## src/rtl/m_uart_tx_fifo.sv

```systemverilog
// 8N1 UART transmitter fed from a byte queue.
// UART_TX_FIFO_EN selects a FIFO_DEPTH-entry FIFO; without it a single holding register is used.
module m_uart_tx_fifo #(
    parameter int TX_COUNT   = 50,
    parameter int FIFO_DEPTH = 16
) (
    input  logic                        w_clk,
    input  logic                        w_rst,
    input  logic                        w_we,
    input  logic [7:0]                  w_din,
    output logic                        w_txd,
    output logic                        r_full,
    output logic                        r_empty,
    output logic                        r_busy,
    output logic                        r_ovf,
    output logic [$clog2(FIFO_DEPTH):0] r_level
);

    // state | meaning
    // IDLE  | line high, waiting for a queued byte
    // START | start bit (0) for TX_COUNT cycles
    // DATA  | eight data bits, LSB first
    // STOP  | stop bit (1); pops the next byte at its end if one is queued

    localparam int AW = $clog2(FIFO_DEPTH);
    localparam int LW = AW + 1;
    localparam int CW = (TX_COUNT > 1) ? $clog2(TX_COUNT) : 1;
`ifdef UART_TX_FIFO_EN
    localparam logic [LW-1:0] LVL_MAX = LW'(FIFO_DEPTH);
`else
    localparam logic [LW-1:0] LVL_MAX = LW'(1);
`endif

    typedef enum logic [1:0] {IDLE, START, DATA, STOP} state_t;

    state_t         state;
    logic [CW-1:0]  cnt;
    logic [2:0]     bit_idx;
    logic [7:0]     shreg;
    logic [7:0]     head;
    logic           cnt_tc;
    logic           push;
    logic           pop;
    logic [LW-1:0]  level_nxt;

    assign cnt_tc = (cnt == CW'(TX_COUNT - 1));
    assign push   = w_we && !r_full;

    always_comb begin
        pop = 1'b0;
        if (!r_empty) begin
            if (state == IDLE)
                pop = 1'b1;
            else if (state == STOP && cnt_tc)
                pop = 1'b1;
        end
    end

    assign level_nxt = r_level + {{AW{1'b0}}, push} - {{AW{1'b0}}, pop};

`ifdef UART_TX_FIFO_EN
    logic [7:0]    mem [FIFO_DEPTH];
    logic [AW-1:0] wr_ptr;
    logic [AW-1:0] rd_ptr;

    assign head = mem[rd_ptr];

    always_ff @(posedge w_clk or posedge w_rst) begin
        if (w_rst) begin
            wr_ptr <= '0;
            rd_ptr <= '0;
        end else begin
            if (push)
                wr_ptr <= wr_ptr + AW'(1);
            if (pop)
                rd_ptr <= rd_ptr + AW'(1);
        end
    end

    always_ff @(posedge w_clk) begin
        if (push)
            mem[wr_ptr] <= w_din;
    end
`else
    logic [7:0] hold_q;

    assign head = hold_q;

    always_ff @(posedge w_clk or posedge w_rst) begin
        if (w_rst)
            hold_q <= '0;
        else if (push)
            hold_q <= w_din;
    end
`endif

    // Flags are computed from the next level so they line up with r_level.
    always_ff @(posedge w_clk or posedge w_rst) begin
        if (w_rst) begin
            r_level <= '0;
            r_full  <= 1'b0;
            r_empty <= 1'b1;
            r_ovf   <= 1'b0;
        end else begin
            r_level <= level_nxt;
            r_full  <= (level_nxt == LVL_MAX);
            r_empty <= (level_nxt == '0);
            if (w_we && r_full)
                r_ovf <= 1'b1;
        end
    end

    always_ff @(posedge w_clk or posedge w_rst) begin
        if (w_rst) begin
            state   <= IDLE;
            cnt     <= '0;
            bit_idx <= '0;
            shreg   <= '0;
            w_txd   <= 1'b1;
            r_busy  <= 1'b0;
        end else begin
            case (state)
                IDLE: begin
                    cnt     <= '0;
                    bit_idx <= '0;
                    if (!r_empty) begin
                        state  <= START;
                        shreg  <= head;
                        w_txd  <= 1'b0;
                        r_busy <= 1'b1;
                    end
                end
                START: begin
                    if (cnt_tc) begin
                        state   <= DATA;
                        cnt     <= '0;
                        bit_idx <= '0;
                        w_txd   <= shreg[0];
                    end else begin
                        cnt <= cnt + CW'(1);
                    end
                end
                DATA: begin
                    if (cnt_tc) begin
                        cnt <= '0;
                        if (bit_idx == 3'd7) begin
                            state <= STOP;
                            w_txd <= 1'b1;
                        end else begin
                            bit_idx <= bit_idx + 3'd1;
                            shreg   <= {1'b0, shreg[7:1]};
                            w_txd   <= shreg[1];
                        end
                    end else begin
                        cnt <= cnt + CW'(1);
                    end
                end
                STOP: begin
                    if (cnt_tc) begin
                        cnt <= '0;
                        if (!r_empty) begin
                            state <= START;
                            shreg <= head;
                            w_txd <= 1'b0;
                        end else begin
                            state  <= IDLE;
                            r_busy <= 1'b0;
                        end
                    end else begin
                        cnt <= cnt + CW'(1);
                    end
                end
                default: begin
                    state  <= IDLE;
                    w_txd  <= 1'b1;
                    r_busy <= 1'b0;
                end
            endcase
        end
    end

endmodule
```

## config.mk

```make
export PLATFORM = sky130hd
export DESIGN_NAME = m_uart_tx_fifo
export DESIGN_NICKNAME = d
export VERILOG_FILES = /design/src/rtl/m_uart_tx_fifo.sv
export SDC_FILE = /design/constraint.sdc
export NUM_CORES = 1
export LEC_CHECK = 0
export BUFFER_PORTS_ARGS = -buffer_cell sky130_fd_sc_hd__buf_2
export CAP_MARGIN = 40
export CORE_UTILIZATION = 65
export CTS_BUF_LIST = sky130_fd_sc_hd__clkbuf_2 sky130_fd_sc_hd__clkbuf_4 sky130_fd_sc_hd__clkbuf_8
export DETAILED_ROUTE_END_ITERATION = 8
export PLACE_DENSITY_LB_ADDON = 0.1
export SLEW_MARGIN = 5
export SYNTH_ARGS = -nofsm -noshare
export SYNTH_HDL_FRONTEND = slang
export SYNTH_SLANG_ARGS = --single-unit
```

## constraint.sdc

```tcl
create_clock -name w_clk -period 4.63 [get_ports w_clk]
set_input_delay 1.1575 -clock w_clk [delete_from_list [all_inputs] [get_ports w_clk]]
set_output_delay 1.1575 -clock w_clk [all_outputs]
set_load 0.01 [all_outputs]
```

# Yosys cells after proc, flatten, opt, wreduce, memory -nomap -nowiden
# Index checks and enable logic that the tools add are counted.
[classes]
n_reduce_logical = 15
eq_ne = 13
bitwise_logic = 0
n_addsub = 4
n_shift = 0
div = 0
magnitude_cmp = 0
n_mux = 31
mul = 0
[op_table]
columns = ["operator", "count"]
rows = [
  ["8-bit 2-to-1 mux", 4],
  ["8-bit one-hot mux with 3 select lines", 1],
  ["2-bit != test (second input constant)", 7],
  ["1-bit 2-to-1 mux", 12],
  ["6-bit one-hot mux with 2 select lines", 1],
  ["4-bit AND reduction", 3],
  ["2-bit 2-to-1 mux", 5],
  ["3-bit 2-to-1 mux", 3],
  ["3-bit one-hot mux with 3 select lines", 1],
  ["2-bit one-hot mux with 4 select lines", 1],
  ["6-bit by 1-bit adder with 6-bit output (second input constant)", 1],
  ["6-bit equality test (second input constant)", 1],
  ["6-bit 2-to-1 mux", 1],
  ["3-bit nonzero test", 2],
  ["5-bit by 1-bit adder with 5-bit output", 1],
  ["5-bit by 1-bit equality test with 1-bit output (second input constant)", 1],
  ["5-bit logical NOT", 1],
  ["5-bit AND reduction", 1],
  ["5-bit by 1-bit subtractor with 5-bit output", 1],
  ["2-bit equality test (second input constant)", 2],
  ["1-bit one-hot mux with 4 select lines", 1],
  ["3-bit by 1-bit adder with 3-bit output (second input constant)", 1],
  ["3-bit equality test (second input constant)", 1],
  ["1-bit logical AND", 3],
  ["7 further kinds", 7],
]
[totals]
mem_bits_ro = 0
out_inout_bits = 10
elab_cells = 74
ff_bits = 37
latch_bits = 0
memories = 0
inputBits = 11
ramBits = 0

# Longest topological paths before layout
[logic_depth]
word_depth = 7
mapped_depth = 15
mapped_depth_nobuf = 14

# Least setup slack after synthesis
# OpenSTA, ideal clock, no wires.
[synth_timing]
kind = "input port to flip-flop"
start = "in w_we"
end = "reg r_empty"
arrival_ns = 3.173
slack_ns = 1.368
n_path_buf = 1
cell_stages = 12
path_cell_list = "nor2b_1 -> clkbuf_1 -> inv_1 -> ha_1 -> inv_1 -> ha_1 -> inv_1 -> fa_1 -> xnor2_1 -> nor3b_1 -> mux2i_1 -> a211oi_1"
[synth_via]
elab_chain_len = 4
[synth_rtl]
columns = ["item", "line", "source"]
rows = [
  ["start: declaration", "9", "input logic w_we,"],
  ["1-bit logical AND", "47", "assign push = w_we && !r_full;"],
  ["5-bit by 1-bit adder with 5-bit output", "59", "assign level_nxt = r_level + {{AW{1'b0}}, push} - {{AW{1'b0}}, pop};"],
  ["5-bit by 1-bit subtractor with 5-bit output", "59", ""],
  ["named net level_nxt[2]", "44", "logic [LW-1:0] level_nxt;"],
  ["5-bit logical NOT", "107", "r_empty <= (level_nxt == '0);"],
  ["end signal: assignment", "107", ""],
  ["end: declaration", "13", "output logic r_empty,"],
]
# The timed path passes the listed nets, and every way through them passes these cells.
# A chain may end at the register's enable or synchronous reset.

# Final worst setup path
[layout_timing]
start = "reg cnt[2]"
end = "reg r_full"
[layout_via]
elab_chain_len = 7
[layout_rtl]
columns = ["item", "line", "source"]
rows = [
  ["start: declaration", "37", "logic [CW-1:0] cnt;"],
  ["start signal: assignment", "140", "cnt <= cnt + CW'(1);"],
  ["start signal: assignment", "155", "cnt <= cnt + CW'(1);"],
  ["start signal: assignment", "170", "cnt <= cnt + CW'(1);"],
  ["6-bit equality test", "46", "assign cnt_tc = (cnt == CW'(TX_COUNT - 1));"],
  ["1-bit logical AND", "54", "else if (state == STOP && cnt_tc)"],
  ["1-bit 2-to-1 mux", "54", ""],
  ["1-bit 2-to-1 mux", "52", "if (state == IDLE)"],
  ["1-bit 2-to-1 mux", "51", "if (!r_empty) begin"],
  ["5-bit by 1-bit subtractor with 5-bit output", "59", ""],
  ["named net level_nxt[2]", "44", ""],
  ["5-bit by 1-bit equality test with 1-bit output", "106", "r_full <= (level_nxt == LVL_MAX);"],
  ["end signal: assignment", "106", ""],
  ["end: declaration", "12", "output logic r_full,"],
]
# The timed path passes the listed nets, and every way through them passes these cells.

==> Implementation_results.wiki <==
{| class="wikitable"
! Metric !! Value
|-
| Outcome || complete, but fails checks
|-
| Violated checks || design-rule violations
|-
| Initial Util || 0.7114
|-
| Cell types occupying the most area after synthesis || dfrtp_1 (43%), mux2_2 (13%), ha_1 (8.6%), inv_1 (3.5%), dfstp_2 (2.6%)
|-
| Number of instances in the synthesized netlist || between 150 and 200
|-
| Min-delay worst type || flop to flop
|-
| Switching power as a share of total power || 0.3239
|-
| Fmax || just over 300 MHz
|-
| Global route total overflow || 0
|-
| Final setup violation count || 0
|-
| Layout overhead on the synthesized area || 11.41%
|-
| Critical-path maximum fanout || 6
|-
| Height of the die || 57.88 um
|-
| Final WL || slightly below 4 mm
|-
| Number of cells on the worst reg-to-reg path || 12
|-
| Port-buffer cells || 20
|-
| Cell types with the highest counts after synthesis || dfrtp_1 (35), mux2_2 (23), inv_1 (19)
|-
| Setup crit start kind || flop
|-
| Final worst slack || 1389 ps
|-
| Mean area per synthesized cell || about 11 sq um
|-
| Number of nets with antenna violations after detailed routing || 0
|-
| Register-to-Register Setup Slack || 1390 ps
|-
| Worst VDD drop || 0.0004698 V
|-
| Ratio of cells with drive above 1 in the final layout || 0.3039
|-
| Final Critical Period || 3241 ps
|-
| RSZ-0062 raised after global routing || false
|-
| DIE AREA || 3350 sq um
|-
| Via Count || 1,436
|-
| Type of the worst setup path || flop to flop
|-
| Cell taking the most area after synthesis || dfrtp_1
|-
| Proportion of power drawn by flip-flops and latches || 0.404
|-
| Number of hold buffers added after cts || 0
|-
| CTS resizes || 0
|-
| Ordered cell list for the critical path || nor3b_2 -> nand3_1 -> a21oi_1 -> ha_1 -> inv_1 -> ha_1 -> inv_1 -> fa_1 -> xnor2_1 -> nor3b_1 -> mux2i_1 -> a211oi_1
|-
| Total power divided by cell area || about 480 nW/um^2
|-
| Critical path startpoint || cnt[2]
|-
| Total routing resource utilization after global routing || 0.2621
|-
| Flip-flop cell with the highest count after synthesis || dfrtp_1
|-
| Synthesized netlist net count || 206
|-
| Internal power consumption || 0.0007341 W
|-
| Most frequent cell after synthesis || dfrtp_1
|-
| End point of the critical path || r_full
|-
| Gpl congestion || 0.8074
|-
| Wire length of the first global-routing pass || roughly 6.5 mm
|-
| Fraction of registers with async set/reset || 1.000
|-
| Number of hold violations in the final report || 0
|-
| Slowest-stage cell, CP || nor3b_2
|-
| Routed len/inst || about 16 um
|-
| Levels on crit path || 12
|-
| Antenna cell count || 0
|-
| Max Cap Violations || 0
|-
| Max H-tree Level || 2
|-
| Storage element area || between 900 and 1000 sq um
|-
| HPWL after detailed placement || roughly 2.7 mm
|-
| Flip-flop and latch count after synthesis || 37
|-
| Post-layout utilization of the core || 0.7925
|-
| Final Hold Slack || 469.8 ps
|-
| Total net switching power || 0.0003516 W
|-
| Antenna violations before repair || 0
|-
| Routed via count divided by cell count || 6.111
|-
| CTS tree || yes
|-
| Number of warnings reported in the yosys synthesis log || 0
|-
| Width of the chip || just under 60 um
|-
| Pin count of the biggest net entering global routing || 38
|-
| Logic pwr share || 0.340
|-
| Largest clock skew in the final design || approximately 8.6 ps
|-
| Routed met3 length || 143 um
|-
| Share of the synthesized area in the top cell type || 0.4316
|-
| CP delay by family, top || simple AND/OR/NAND/NOR gates
|-
| Number of buffers created by CTS || 5
|-
| Met2 routed WL || between 1.5 and 2 mm
|-
| Final Max Slew Viols || 0
|-
| Met1 routed wirelength after detailed routing || 1.649 mm
|-
| Cell variety after synth || 38
|-
| Vias in the first global route || 1,471
|-
| Data arrival time of the critical path || 3490 ps
|-
| Transition time of the tightest slew-check pin || between 800 and 900 ps
|-
| Filler cell count in the final layout || 177
|-
| Critical path's largest stage delay || 500 ps
|-
| Starting DRT DRC Count || 50
|-
| Number of detailed-route iterations in the first pass || 6
|-
| Crit Reg-Reg Startpoint || cnt[2]
|-
| Number of enable flip-flop cells after synthesis || 0
|-
| Clock Tree Buf Depth || 2
|-
| Clock-pin transition on the worst setup and hold timing paths || approximately 110 ps
|-
| Post-Synthesis Cell Area || between 2000 and 2500 sq um
|-
| Slew Limit Headroom || 0.4462
|-
| CP endpoint kind || flop
|-
| Remaining design rule violation count || 2
|-
| Post-synthesis sequential area ratio || 0.4575
|-
| Fraction of power consumed by the clock network || 0.256
|-
| LEAKAGE || 1.042 nW
|-
| Root buffer selected by CTS || clkbuf_4
|-
| Share of the cycle needed by the critical path after routing || 0.7001
|-
| Placement-stage worst setup slack || 1248 ps
|-
| Topmost layer with routed signal wires || met4
|-
| Area of the multi-input gates || 1005 sq um
|-
| Final TNS setup || 0 ps
|-
| Endpoint required time on the critical path || 4880 ps
|-
| Clock insertion delay at the later pin of the skew report || 350 ps
|-
| Top Ports || 21
|-
| # nets final || 229
|-
| Core Area || 2853 sq um
|-
| Standard-cell rows || 19
|-
| Capturing point of the worst reg2reg path || r_full
|-
| Sinks on Clock Net || 37
|-
| Critical path buffers and inverters || 2
|-
| Post-CTS Setup Bufs || 0
|}
[kinds of logic after synthesis]
logic type,count (synthesis),share of synthesized area
simple gates,41,0.1097
fa+ha+maj,15,0.09618
mux,25,0.1375
buf+inv,25,0.04747
flops,37,0.4575
compound gates,30,0.1215
xor+xnor,7,0.03021
[layout make-up]
cell class                 count  share of cell area
multi-input combinational    118              0.4444
sequential                    37              0.4106
timing repair buffer          22             0.05091
inverter                      19             0.03154
clock inverter                 3             0.02878
tap                           31             0.01716
clock buffer                   5             0.01660
[worst min path at each step]
stage / from / to / slack, ps / depth (start not counted)
2_1_floorplan: cnt[0] / cnt[0] / 470 / 1
3_5_place_dp: r_ovf / r_ovf / 440 / 1
6_report: r_ovf / r_ovf / 470 / 1
3_3_place_gp: r_ovf / r_ovf / 430 / 1
4_1_cts: r_ovf / r_ovf / 470 / 1
5_1_grt: r_ovf / r_ovf / 490 / 1
[state kept, by name, indices dropped and copies added (netlist names)]
register	flops
r_full	1
r_ovf	1
r_level	5
head	8
bit_idx	3
shreg	8
r_busy	1
r_empty	1
w_txd	1
cnt	6
state	2
[layer usage]
metal  GRT usage  vias to the layer above
met5           0                        -
met4      0.1088                        0
met3     0.07143                       11
met2      0.4450                       40
met1      0.3158                      704
li1            -                      681
[cells in the final DEF, fill, tap and decap left out, types with 3 or more instances in the layout]
cell      synthesis  layout
a21o_1            4       4
a21oi_1           6       6
buf_2             2      20
clkbuf_4          0       5
dfrtp_1          35      35
ha_1             14      14
inv_1            19      19
mux2_2           23      23
nand2_1           6       6
nand3_1          10      10
nand4_1           3       3
nor2_1            5       5
nor2b_1           3       3
nor3_1            8       8
o21ai_0           6       6
xnor2_1           4       4
xor2_1            3       3
[through the flow]
| step | area [sq um] | std cells | total power (W) |
|---|---|---|---|
| after global placement | 2158 | 227 | 0.0007875 |
| after CTS | 2261 | 235 | 0.001093 |
| after detailed placement | 2158 | 227 | 0.0008129 |
| final | 2261 | 235 | 0.001086 |
| after global routing | 2261 | 235 | 0.001150 |
| after floorplan | 2029 | 180 | 0.0007091 |
[power by group through the flow]
stage	clock network (W)	logic, W	registers, W
2_1_floorplan	0	0.000259	0.000450
3_3_place_gp	0	0.000347	0.000440
3_5_place_dp	0	0.000367	0.000446
4_1_cts	0.000282	0.000372	0.000439
5_1_grt	0.000295	0.000407	0.000448
6_report	0.000278	0.000369	0.000438
Power figures use the tool's default switching activity.
